File: src/rtl/alu_result_stage.sv
// Result stage for the 16-bit ALU: selects one result word by opcode and queues it.
// Optional per-entry parity output when ALU_RESULT_STAGE_PARITY_EN is defined.
module alu_result_stage #(
    parameter int DEPTH = 2,
    parameter int CNT_W = 16
) (
    input  logic             clk,
    input  logic             rst,
    input  logic [255:0]     alu_bus,
    input  logic [3:0]       op,
    input  logic             in_valid,
    output logic             in_ready,
    output logic             out_valid,
    input  logic             out_ready,
    output logic [15:0]      out_data,
    output logic             out_zr,
    output logic             out_ng,
    output logic [3:0]       out_op,
`ifdef ALU_RESULT_STAGE_PARITY_EN
    output logic             out_par,
`endif
    output logic [CNT_W-1:0] result_count
);

    localparam int PW = (DEPTH > 1) ? $clog2(DEPTH) : 1;
    localparam int CW = $clog2(DEPTH + 1);

    typedef struct packed {
        logic [3:0]  op;
        logic [15:0] data;
        logic        zr;
        logic        ng;
`ifdef ALU_RESULT_STAGE_PARITY_EN
        logic        par;
`endif
    } entry_t;

    entry_t            mem_q [DEPTH];
    entry_t            mem_d [DEPTH];
    logic [PW-1:0]     wr_ptr_q, wr_ptr_d;
    logic [PW-1:0]     rd_ptr_q, rd_ptr_d;
    logic [CW-1:0]     count_q, count_d;
    logic [CNT_W-1:0]  result_count_q, result_count_d;

    logic [15:0] sel_word;
    entry_t      new_entry;
    logic        push;
    logic        pop;

    assign in_ready  = (count_q != CW'(DEPTH));
    assign out_valid = (count_q != '0);
    assign push      = in_valid & in_ready;
    assign pop       = out_valid & out_ready;

    // Word k sits at bits [16k+15:16k], so the base index is op * 16.
    assign sel_word = alu_bus[{op, 4'b0000} +: 16];

    always_comb begin
        new_entry      = '0;
        new_entry.op   = op;
        new_entry.data = sel_word;
        new_entry.zr   = (sel_word == 16'h0000);
        new_entry.ng   = sel_word[15];
`ifdef ALU_RESULT_STAGE_PARITY_EN
        new_entry.par  = ^sel_word;
`endif
    end

    always_comb begin
        for (int i = 0; i < DEPTH; i++) begin
            mem_d[i] = mem_q[i];
        end
        wr_ptr_d       = wr_ptr_q;
        rd_ptr_d       = rd_ptr_q;
        count_d        = count_q;
        result_count_d = result_count_q;
        if (push) begin
            mem_d[wr_ptr_q] = new_entry;
            wr_ptr_d        = wr_ptr_q + 1'b1;
        end
        if (pop) begin
            rd_ptr_d       = rd_ptr_q + 1'b1;
            result_count_d = result_count_q + 1'b1;
        end
        unique case ({push, pop})
            2'b10:   count_d = count_q + 1'b1;
            2'b01:   count_d = count_q - 1'b1;
            default: count_d = count_q;
        endcase
    end

    always_ff @(posedge clk or posedge rst) begin
        if (rst) begin
            for (int i = 0; i < DEPTH; i++) begin
                mem_q[i] <= '0;
            end
            wr_ptr_q       <= '0;
            rd_ptr_q       <= '0;
            count_q        <= '0;
            result_count_q <= '0;
        end else begin
            for (int i = 0; i < DEPTH; i++) begin
                mem_q[i] <= mem_d[i];
            end
            wr_ptr_q       <= wr_ptr_d;
            rd_ptr_q       <= rd_ptr_d;
            count_q        <= count_d;
            result_count_q <= result_count_d;
        end
    end

    assign out_data     = mem_q[rd_ptr_q].data;
    assign out_zr       = mem_q[rd_ptr_q].zr;
    assign out_ng       = mem_q[rd_ptr_q].ng;
    assign out_op       = mem_q[rd_ptr_q].op;
`ifdef ALU_RESULT_STAGE_PARITY_EN
    assign out_par      = mem_q[rd_ptr_q].par;
`endif
    assign result_count = result_count_q;

endmodule

File: config.mk
export PLATFORM = sky130hd
export DESIGN_NAME = alu_result_stage
export DESIGN_NICKNAME = d
export VERILOG_FILES = /design/src/rtl/alu_result_stage.sv
export SDC_FILE = /design/constraint.sdc
export NUM_CORES = 1
export LEC_CHECK = 0
export BUFFER_PORTS_ARGS = -buffer_cell sky130_fd_sc_hd__buf_2
export CAP_MARGIN = 20
export CORE_ASPECT_RATIO = 2
export CORE_MARGIN = 3
export CORE_UTILIZATION = 35
export CTS_CLUSTER_DIAMETER = 50
export CTS_CLUSTER_SIZE = 8
export DETAILED_ROUTE_END_ITERATION = 7
export PLACE_DENSITY_LB_ADDON = 0.05
export SETUP_SLACK_MARGIN = 0.3
export SLEW_MARGIN = 20
export SYNTH_ARGS = -nofsm -noshare
export SYNTH_HDL_FRONTEND = slang
export SYNTH_SLANG_ARGS = --single-unit
File: constraint.sdc
create_clock -name clk -period 3.4 [get_ports clk]
set_clock_uncertainty 0.2 [all_clocks]
set_input_delay 0.85 -clock clk [delete_from_list [all_inputs] [get_ports clk]]
set_output_delay 0.85 -clock clk [all_outputs]
set_load 0.01 [all_outputs]
* Word level (Yosys, flattened, before mapping)
Cells that the tools add are included.
Word-level totals: bits in registers 64, output and inout bits 40
Operators by class: add/subtract/negate cells 5, order comparisons 3, equality and inequality tests 3, shift-type cells 1, mux-type cells 7, bitwise operators 4, reduce and logical (&&, ||, !) cells 4
Operator list (count):
- $shiftx 256x9->16 | 1
- $mux 22 | 4
- $bwmux 44 | 1
- $demux 22 s1 | 1
- $add 16x1->16 const B | 1
- $logic_not 16->1 | 1
- $ge 2x2->1 const B | 2
- $not 1->2 | 2
- $pmux 2 s2 | 1
- $reduce_bool 2->1 | 2
- $add 1x1->1 const B | 2
- $add 2x1->2 const B | 1
- $and 1x1->1 | 2
- $eq 2x1->1 const B | 1
- $eq 2x2->1 const B | 1
- $lt 2x1->1 const B | 1
- $ne 2x2->1 const B | 1
- $sub 2x1->2 const B | 1
- $logic_and 1x1->1 | 1

* Depth between registers and ports, before layout
word-level depth 6, mapped depth 11

* Worst setup path after synthesis
Ideal clock, no wire load.
path kind input to register, start in op[1], end reg mem_q[23] (netlist bit), library setup time 0.103 ns, arrival time 3.379 ns, slack -0.282 ns, stages 7, buffers on the path 2, cell sequence clkbuf_1 clkbuf_1 mux4_1 mux4_2 or4_1 or4_4 o41ai_2
Between the ends: word-level cells in the longest chain between the ends 3
RTL lines:
- start: declaration | RTL line 10 | input logic [3:0] op,
- $shiftx 256x9->16 | RTL line 56 | assign sel_word = alu_bus[{op, 4'b0000} +: 16];
- $logic_not 16->1 | RTL line 62 | new_entry.zr = (sel_word == 16'h0000);
- $bwmux 44 | RTL line 78 | mem_d[wr_ptr_q] = new_entry;
- end signal: indexed assignment | RTL line 103 | mem_q[i] <= mem_d[i];
- end: declaration | RTL line 38 | entry_t mem_q [DEPTH];
Every way passes these cells. A chain may end at the register's enable or synchronous reset.

* Worst setup path in the final report
start in op[0], end reg mem_q[23] (netlist bit)
Same word-level chain as after synthesis.

==> flow_metrics.env <==
export IMPL_setup_viol=0
export IMPL_path_max_fanout=7
export IMPL_min_period_over_period=0.934
export IMPL_worst_pin_slew_ns=0.834
export IMPL_rsz0062_at_grt="true"
export IMPL_insertion_delay_ns=0.33
export IMPL_num_rows=59
export IMPL_wl_per_cell_um=21.5
export IMPL_power_density_mw_per_mm2=544
export IMPL_worstPathArrival_ns=3.20
export IMPL_vdd_drop_max_v=0.000245
export IMPL_grt_overflow=0
export IMPL_die_area_mm2=0.0149
export IMPL_ant_nets=0
export IMPL_worstSetupPathType="input pin to flip-flop"
export IMPL_drtPass1Iterations=4
export IMPL_cp_start_kind="input pin"
export IMPL_status="finished, final reports clean"
export IMPL_timing_final_crit_period_ns=3.18
export IMPL_via_per_inst=5.36
export IMPL_whs_ns=0.264
export IMPL_dieHeight_um=170
export IMPL_synth_seq_area_share=0.331
export IMPL_asyncSetResetFlopFracSynth=1.00
export IMPL_grt_max_degree=42
export IMPL_slowest_stage="or4_4"
export IMPL_final_nets=934
export IMPL_synth_seq_cells=62
export IMPL_cts_inserted_buffers=9
export IMPL_layout_drive_gt1_share=0.712
export IMPL_ioPinCount=304
export IMPL_worstPathCellList="buf_12, buf_12, mux4_2, mux4_2, or4_4, or4_4, o41ai_2"
export IMPL_hold_viol=0
export IMPL_grt_pass1_wl_um=26200
export IMPL_drc=0
export IMPL_fin_ws_ns=0.223
export IMPL_seq_area_mm2=0.00155
export IMPL_cts_sinks=62
export IMPL_initial_core_util=0.359
export IMPL_vias=4450
export IMPL_hp_class="flip-flop to flip-flop"
export IMPL_crit_path_max_incr_delay_ns=0.50
export IMPL_cp_required_ns=3.42
export IMPL_final_max_slew_viol_count=0
export IMPL_netlist_area_mm2=0.00469
export IMPL_power_leakage_nw=3.38
export IMPL_multiInputGateArea_mm2=0.00301
export IMPL_synth_fp_nets=612
export IMPL_area_delta_synth_final_pct=48.0
export IMPL_clk_pin_slew_ns=0.05
export IMPL_total_power_mw=3.77
export IMPL_detailedPlace_worstSlack_ns=-0.334
export IMPL_cap_violations=0
export IMPL_gp_congestion=0.866
export IMPL_yosysUniqueCellTypes=39
export IMPL_totalWireLength_um=17900
export IMPL_clock_fmax_ghz=0.315
export IMPL_synth_edf_count=0
export IMPL_hold_buffers=0
export IMPL_port_buffer_count=303
export IMPL_dp_hpwl_um=15200
export IMPL_slew_limit_headroom=0.443
export IMPL_crit_family="multiplexers"
export IMPL_core_mm2=0.0131
export IMPL_htreeDepth=3
export IMPL_synth_ff_type="dfrtp_1"
export IMPL_synthCells=346
export IMPL_path_buf_inv=2
export IMPL_grt_use_total=0.238
export IMPL_die_width_um=87.8
export IMPL_antenna_found_initial=5
export IMPL_yosys_warnings=0
export IMPL_grt_pass1_vias=4782
export IMPL_fill_cells=1191
export IMPL_cp_end_kind="flip-flop"
export IMPL_cts_root_buf="clkbuf_16"
export IMPL_syn_avg_cell_area_um2=13.5
export IMPL_drt_initial_drc_count=154
export IMPL_cts_tree="yes"
export IMPL_clockBufferDepth=2
## flip-flops by register name (all words and copies together) (netlist names)
signal,flops
rd_ptr_q,1
mem_q,42
count_q,2
wr_ptr_q,1
result_count,16
## cells by family (layout without fill, tap and decap cells)
group	count (synthesis)	count (layout)	share of synthesized area
xor gates and xnor gates	20	20	0.0374
muxes	135	135	0.476
and+or+nand+nor	58	58	0.0582
adders and majority gates	2	2	0.00534
buffers and inverters	32	359	0.0318
DFF	62	62	0.331
AOI/OAI and AO/OA	37	37	0.0601
other	0	5	0
## metal layers
| metal | track usage | routed length (um) | vias to the layer above |
|---|---|---|---|
| met5 | 0 | 0 | - |
| met4 | 0.106 | 515 | 0 |
| met3 | 0.0360 | 998 | 27 |
| met2 | 0.443 | 10200 | 208 |
| met1 | 0.257 | 6110 | 2176 |
| li1 | - | - | 2039 |
## cells in the mapped netlist (5+ instances only)
library cell	number	area share
a221oi_1	6	0.011
clkbuf_1	11	0.0088
dfrtp_1	62	0.33
buf_1	9	0.0072
nand2_1	24	0.019
mux2i_1	15	0.032
a22oi_1	20	0.032
nand3_1	5	0.0053
mux4_1	12	0.067
xnor2_1	16	0.030
nor2_1	12	0.0096
mux2_2	59	0.14
mux4_2	49	0.24
## stage by stage
stage / setup TNS, ns / utilization / instances / area (um2)
global route: 0 / 0.531 / 830 / 6940
floorplan: -0.0604 / - / 346 / 4710
finish: 0 / 0.531 / 830 / 6940
global placement: -0.531 / 0.500 / 805 / 6540
detailed placement: -0.653 / 0.500 / 805 / 6540
CTS: 0 / 0.527 / 824 / 6890
## worst paths after layout
check	start	endpoint	slack [ns]	cells past startpoint
max	op[0]	mem_q[23]$_DFFE_PP0P_	0.22	7
min	result_count[15]$_DFFE_PP0P_	result_count[15]$_DFFE_PP0P_	0.26	1
max in group asynchronous	rst	mem_q[33]$_DFFE_PP0P_	2.21	3
min in group asynchronous	rst	mem_q[41]$_DFFE_PP0P_	0.37	3
max reg2reg	count_q[0]$_DFFE_PP0P_	mem_q[38]$_DFFE_PP0P_	1.28	5
min reg2reg	result_count[15]$_DFFE_PP0P_	result_count[15]$_DFFE_PP0P_	0.26	1
## report_power, final
part	switching (mW)	internal, mW	leakage (nW)	total [mW]
Combinational	0.773	0.974	2.48	1.75
Sequential	0.182	1.04	0.759	1.23
Clock	0.315	0.486	0.135	0.801
## placed cells by master, fill, tap and decap left out, types with 5 or more instances in the layout
cell type	Yosys	final
buf_2	4	301
dfrtp_1	62	62
mux2_2	59	59
mux4_2	49	53
buf_4	1	31
nand2_1	24	22
a22oi_1	20	20
xnor2_1	16	16
mux2i_1	15	15
nor2_1	12	11
clkbuf_16	0	9
mux4_1	12	8
a221oi_1	6	6
diode_2	0	5
nand3_1	5	5
clkinv_2	0	5
## final cells by class
type / count / area share
Antenna cell: 5 / 0.00180
Clock buffer: 9 / 0.0325
Clock inverter: 7 / 0.00595
Inverter: 4 / 0.00216
Multi-Input combinational cell: 252 / 0.434
Sequential cell: 62 / 0.224
Tap cell: 152 / 0.0274
Timing Repair Buffer: 339 / 0.273
## repair_timing
item                                    CTS  global route
endpoints found under the setup margin    2             2
gates cloned                              2             0
buffers inserted                          1             1
pin swaps                                 1             1
resized for setup                         9             6
No activity file was read; power rests on OpenSTA's default activity.
